[config.mk]
export PLATFORM = sky130hd
export DESIGN_NAME = fetch_ctrl
export DESIGN_NICKNAME = d
export VERILOG_FILES = /design/src/rtl/fetch_ctrl.sv
export SDC_FILE = /design/constraint.sdc
export NUM_CORES = 1
export LEC_CHECK = 0
export ABC_CLOCK_PERIOD_IN_PS = 3600
export CAP_MARGIN = 0
export CELL_PAD_IN_SITES_DETAIL_PLACEMENT = 0
export CELL_PAD_IN_SITES_GLOBAL_PLACEMENT = 2
export CORE_AREA = 2 2 186 188
export CTS_CLUSTER_SIZE = 30
export DETAILED_ROUTE_END_ITERATION = 8
export DIE_AREA = 0 0 188 190
export PLACE_DENSITY_LB_ADDON = 0.25
export SLEW_MARGIN = 0
export SYNTH_ARGS = -nofsm -noshare
export SYNTH_HDL_FRONTEND = slang
export SYNTH_SLANG_ARGS = --single-unit
[constraint.sdc]
create_clock -name clk -period 3.6 [get_ports clk]
set_input_delay 0.9 -clock clk [delete_from_list [all_inputs] [get_ports clk]]
set_output_delay 0.9 -clock clk [all_outputs]
set_load 0.01 [all_outputs]
[src/rtl/fetch_ctrl.sv]
// Instruction-fetch sequencer: owns the fetch PC, runs one-outstanding SRAM handshake, buffers {pc, inst}.
// Optional macro FETCH_ADEL_EN: misaligned redirect targets halt fetch and emit one out_adel entry.
module fetch_ctrl #(
  parameter logic [31:0] RESET_PC  = 32'hbfc00000,
  parameter int unsigned BUF_DEPTH = 2
) (
  input  logic        clk,
  input  logic        rst_n,
  input  logic        redirect_valid,
  input  logic [31:0] redirect_pc,
  output logic        inst_req,
  output logic [31:0] inst_addr,
  input  logic        inst_addr_ok,
  input  logic        inst_data_ok,
  input  logic [31:0] inst_rdata,
  output logic        out_valid,
  output logic [31:0] out_pc,
  output logic [31:0] out_inst,
  input  logic        out_ready
`ifdef FETCH_ADEL_EN
  ,
  output logic        out_adel
`endif
);

  localparam int unsigned PTR_W = (BUF_DEPTH > 1) ? $clog2(BUF_DEPTH) : 1;
  localparam int unsigned CNT_W = $clog2(BUF_DEPTH + 1);

  typedef enum logic [2:0] {
    IDLE,
    REQ,
    WAIT,
    DISCARD
`ifdef FETCH_ADEL_EN
    ,
    HALT
`endif
  } state_t;

  state_t           state, state_n;
  logic [31:0]      pc, pc_n, req_pc, tgt_pc;
  logic [CNT_W-1:0] count, count_n;
  logic [PTR_W-1:0] rd_ptr, rd_ptr_n, wr_ptr;
  logic [31:0]      buf_pc   [BUF_DEPTH];
  logic [31:0]      buf_inst [BUF_DEPTH];
  logic             accept, push, pop;
  logic [31:0]      push_pc, push_inst;
`ifdef FETCH_ADEL_EN
  logic             buf_adel [BUF_DEPTH];
  logic             adel_pend, adel_pend_n, push_adel;
`endif

`ifdef FETCH_ADEL_EN
  assign tgt_pc = redirect_pc;
`else
  assign tgt_pc = redirect_pc & ~32'h3;
`endif

  // Next-state, PC and buffer bookkeeping; a redirect overrides the normal transition.
  always_comb begin
    accept    = inst_req & inst_addr_ok;
    pop       = out_valid & out_ready & ~redirect_valid;
    push      = (state == WAIT) & inst_data_ok & ~redirect_valid;
    push_pc   = req_pc;
    push_inst = inst_rdata;
    state_n   = state;
    pc_n      = pc;
`ifdef FETCH_ADEL_EN
    push_adel   = 1'b0;
    adel_pend_n = adel_pend;
`endif
    case (state)
      IDLE: state_n = REQ;
      REQ: begin
`ifdef FETCH_ADEL_EN
        if (adel_pend) begin
          state_n     = HALT;
          push        = ~redirect_valid;
          push_pc     = pc;
          push_inst   = 32'h0;
          push_adel   = 1'b1;
          adel_pend_n = 1'b0;
        end else
`endif
        if (accept) begin
          state_n = WAIT;
          pc_n    = pc + 32'd4;
        end
      end
      WAIT, DISCARD: if (inst_data_ok) state_n = REQ;
      default: ;
    endcase
    if (redirect_valid) begin
      pc_n = tgt_pc;
      case (state)
        REQ:           state_n = accept ? DISCARD : REQ;
        WAIT, DISCARD: state_n = inst_data_ok ? REQ : DISCARD;
        default:       state_n = REQ;
      endcase
`ifdef FETCH_ADEL_EN
      adel_pend_n = |redirect_pc[1:0];
`endif
    end
    count_n  = redirect_valid ? '0 : count + CNT_W'(push) - CNT_W'(pop);
    rd_ptr_n = redirect_valid ? wr_ptr : rd_ptr + PTR_W'(pop);
  end

  // State, buffer storage and registered outputs (computed from next-cycle values).
  always_ff @(posedge clk or negedge rst_n) begin
    if (!rst_n) begin
      state     <= IDLE;
      pc        <= RESET_PC;
      req_pc    <= 32'h0;
      count     <= '0;
      rd_ptr    <= '0;
      wr_ptr    <= '0;
      inst_req  <= 1'b0;
      inst_addr <= RESET_PC;
      out_valid <= 1'b0;
      out_pc    <= 32'h0;
      out_inst  <= 32'h0;
      for (int i = 0; i < int'(BUF_DEPTH); i++) begin
        buf_pc[i]   <= 32'h0;
        buf_inst[i] <= 32'h0;
`ifdef FETCH_ADEL_EN
        buf_adel[i] <= 1'b0;
`endif
      end
`ifdef FETCH_ADEL_EN
      adel_pend <= 1'b0;
      out_adel  <= 1'b0;
`endif
    end else begin
      state  <= state_n;
      pc     <= pc_n;
      count  <= count_n;
      rd_ptr <= rd_ptr_n;
      if (accept) req_pc <= pc;
      if (push) begin
        buf_pc[wr_ptr]   <= push_pc;
        buf_inst[wr_ptr] <= push_inst;
`ifdef FETCH_ADEL_EN
        buf_adel[wr_ptr] <= push_adel;
`endif
        wr_ptr <= wr_ptr + PTR_W'(1);
      end
`ifdef FETCH_ADEL_EN
      adel_pend <= adel_pend_n;
      inst_req  <= (state_n == REQ) && (count_n < CNT_W'(BUF_DEPTH)) && !adel_pend_n;
`else
      inst_req  <= (state_n == REQ) && (count_n < CNT_W'(BUF_DEPTH));
`endif
      inst_addr <= pc_n;
      out_valid <= (count_n != '0);
      // A push into an emptying buffer becomes the head directly.
      if (push && (wr_ptr == rd_ptr_n)) begin
        out_pc   <= push_pc;
        out_inst <= push_inst;
`ifdef FETCH_ADEL_EN
        out_adel <= push_adel;
`endif
      end else if (count_n != '0) begin
        out_pc   <= buf_pc[rd_ptr_n];
        out_inst <= buf_inst[rd_ptr_n];
`ifdef FETCH_ADEL_EN
        out_adel <= buf_adel[rd_ptr_n];
`endif
      end
    end
  end

endmodule

==> flow_summary.yaml <==
run:
  cap_violations: 0
timing:
  fin_crit_ns: 3.47
  whs_ns: 0.355
  finalSetupTns_ns: 0
  period_share_pct: 96.3
  rsz0062_at_grt: "yes"
  max-slew-margin-rel_pct: 50.7
  worstMarginPinSlew_ns: 0.739
  skew_ns: 0.0206
  clock.fmax_mhz: 288
  setup_viol: 0
  slew_violations: 0
  finalHoldViolCount: 0
worst_setup_path:
  arrival_ns: 3.87
  cp_common_cell: "ha_1"
  critical_path.cell_chain: "clkdlybuf4s50_1 > or3b_1 > or2_2 > ha_1 > inv_1 > ha_1 > xor3_1 > o21ai_1 > inv_2 > buf_4 > a2111oi_0 > a221oi_1"
  critPathMaxFanout: 21
  timing_worst_setup_path_type: "in2reg"
  endpoint_kind: "flop"
  crit_slowest_cell: "clkdlybuf4s50_1"
  start_kind: "input port"
  crit_path_max_incr_delay_ns: 0.48
  crit_required_ns: 4.00
global_routing:
  grt_overflow_total: 0
  antenna_found_initial: 1
  grt_pass1_vias: 8894
  grt_usage_pct: 18.1
  grt_max_degree: 84
  grt_pass1_wl_mm: 51.6
power_and_ir_drop:
  p_comb_share_pct: 29.4
  peakVddDrop_uv: 363
  p_switching_w: 0.00326
  power_frac_clock_pct: 28.6
  p_int_w: 0.00760
  power.share.sequential_pct: 42.0
  powerDensity_mw_per_mm2: 724
  leakagePower_nw: 6.53
  swShare_pct: 30.0
layout:
  layout.nets: 1202
  antennaDiodeCount: 0
  layout_common_cells: "dfrtp_1, clkdlybuf4s50_1, mux2_2, inv_1, mux2i_1"
  mostFrequentLayoutCell: "dfrtp_1"
  syn_to_final_growth_pct: 28.6
  design_area_sq_mm: 0.0150
  stdcell_count: 1603
  drive_gt1_share_pct: 19.2
  final_util_pct: 44.2
route:
  drt_iter0_markers: 507
  remaining_drc_errors: 0
  drt_first_pass_iters: 4
  via_per_inst: 5.33
  wirelength_mm: 32.2
  vias: 8547
  wl_per_cell_um: 20.1
  ant_nets: 0
logic_synthesis:
  synth_warnings: 0
  ys_types: 52
  netlist_instances: 981
  synthArstFlopShare_pct: 100
  yosys.area.top_type: "dfrtp_1"
  syn-cell-area_sq_mm: 0.0117
  syn_avg_cell_area_sq_um: 11.9
  synth-edff-count: 0
  yosysSeqAreaShare_pct: 54.8
  yosys_register_bits: 255
  synth_area_leaders: "dfrtp_1, mux2_2, mux2i_1"
  netlist.area_leader.share_pct: 52.8
  ys.flop_type: "dfrtp_1"
placed_design:
  portBuffers: 161
  placed_cells: 1554
  hpwlAfterDp_mm: 20.2
  place_area_sq_mm: 0.0140
  place.gp.congestion: 0.734
clock_tree:
  cts_max_path_buffers: 3
  cts_resized: 0
  h-tree-depth: 1
  clk-insertion-delay-late_ns: 0.55
  clock_sinks: 255
  cts_root_buf: "clkbuf_16"
  holdBufCountCts: 0
  post_cts_buffers: 0
  cts_tree: "done"
  cts_buffers: 28
  clk_pin_slew_ns: 0.06
floorplan:
  initial_core_util_pct: 34.4
  die_w_um: 188
  fp-row-count: 68
  dieArea_sq_mm: 0.0357
  die_h_um: 190
  core_sq_mm: 0.0339
  pin_count: 168
run_status:
  outcome: "complete, no violations"
hold_path:
  hold_class: "in2async"
## area by class of cell
| cell class | count | area (sq um) |
|---|---|---|
| Clock buffer | 43 | 848 |
| Inverter | 72 | 270 |
| Timing Repair Buffer | 200 | 2070 |
| Clock inverter | 6 | 155 |
| Fill cell | 3185 | 18900 |
| Tap cell | 455 | 569 |
| Multi-Input combinational cell | 572 | 4690 |
| Sequential cell | 255 | 6390 |
## critical path, delay by kind of cell
family          cells  cell delay, ns
compound gates      3            0.74
xor+xnor            1            0.24
fa+ha+maj           2            0.43
buf+inv             4            0.87
simple gates        2            0.68
## per-layer routing
metal / routed length [um] / vias to the layer above / GRT usage, %
met5: 13 / - / 0
met4: 419 / 2 / 3.36
met1: 15300 / 4363 / 25.8
met3: 1610 / 33 / 3.15
met2: 14900 / 201 / 29.3
li1: - / 3948 / -
## final timing paths
check	start	to	slack (ns)	cells after the start
setup / recovery	inst_data_ok	out_inst[8]	0.13	12
hold / removal	rst_n	buf_inst[32]	0.36	1
setup reg to reg	state[0]	out_inst[8]	0.51	11
hold reg to reg	buf_pc[48]	buf_pc[48]	0.49	1
max in group asynchronous	rst_n	pc[29]	2.33	2
min in group clk	buf_pc[48]	buf_pc[48]	0.49	1
## registers in the layout, indices dropped and copies added, names as in the netlist
name and count:
count 2, push_pc 30, inst_req 1, state 3, buf_pc 60, out_inst 32
out_pc 30, pc 30, buf_inst 64, out_valid 1, rd_ptr 1, wr_ptr 1
## through the flow
step | worst slack (ns) | total power, W
detailed placement | -0.429 | 0.00782
CTS | 0.140 | 0.0110
global placement | -0.362 | 0.00775
finish | 0.133 | 0.0109
floorplan | 0.0191 | 0.00621
global route | -0.000205 | 0.0115
## cell usage after synthesis, drive strengths merged, types with 2 or more instances
library cell,n
dfrtp,246
mux2,124
inv,70
a2111oi,63
mux2i,63
a221oi,62
clkbuf,59
nand2,56
o21ai,45
buf,26
nor2,21
o31ai,17
or4,17
a31oi,15
nand4,14
nand3,11
dfstp,9
xnor2,8
nor2b,5
nor4,5
and2,4
nor3,4
or2,4
a22oi,3
and3,3
ha,3
xor2,3
and4,2
clkinv,2
o211ai,2
or3b,2
## kinds of logic (layout without fill, tap and decap cells)
| kind of cell | count (synthesis) | after routing | synth area share, % |
|---|---|---|---|
| flip-flops | 255 | 255 | 54.8 |
| XOR/XNOR | 12 | 12 | 1.03 |
| multiplexers | 187 | 187 | 17.4 |
| other | 1 | 4 | 0.0321 |
| AND/OR/NAND/NOR | 154 | 154 | 6.94 |
| adder cells (fa/ha/maj) | 3 | 3 | 0.322 |
| AO/OA/AOI/OAI | 212 | 212 | 14.0 |
| buffers and inverters | 157 | 321 | 5.47 |
## power groups by stage
stage | clock [W] | combinational, W | sequential, W
after global routing | 0.00332 | 0.00351 | 0.00471
after global placement | 0 | 0.00316 | 0.00459
after CTS | 0.00320 | 0.00323 | 0.00457
final | 0.00311 | 0.00320 | 0.00456
after floorplan | 0 | 0.00162 | 0.00459
after detailed placement | 0 | 0.00322 | 0.00460
(Power assumes the default switching activity.)
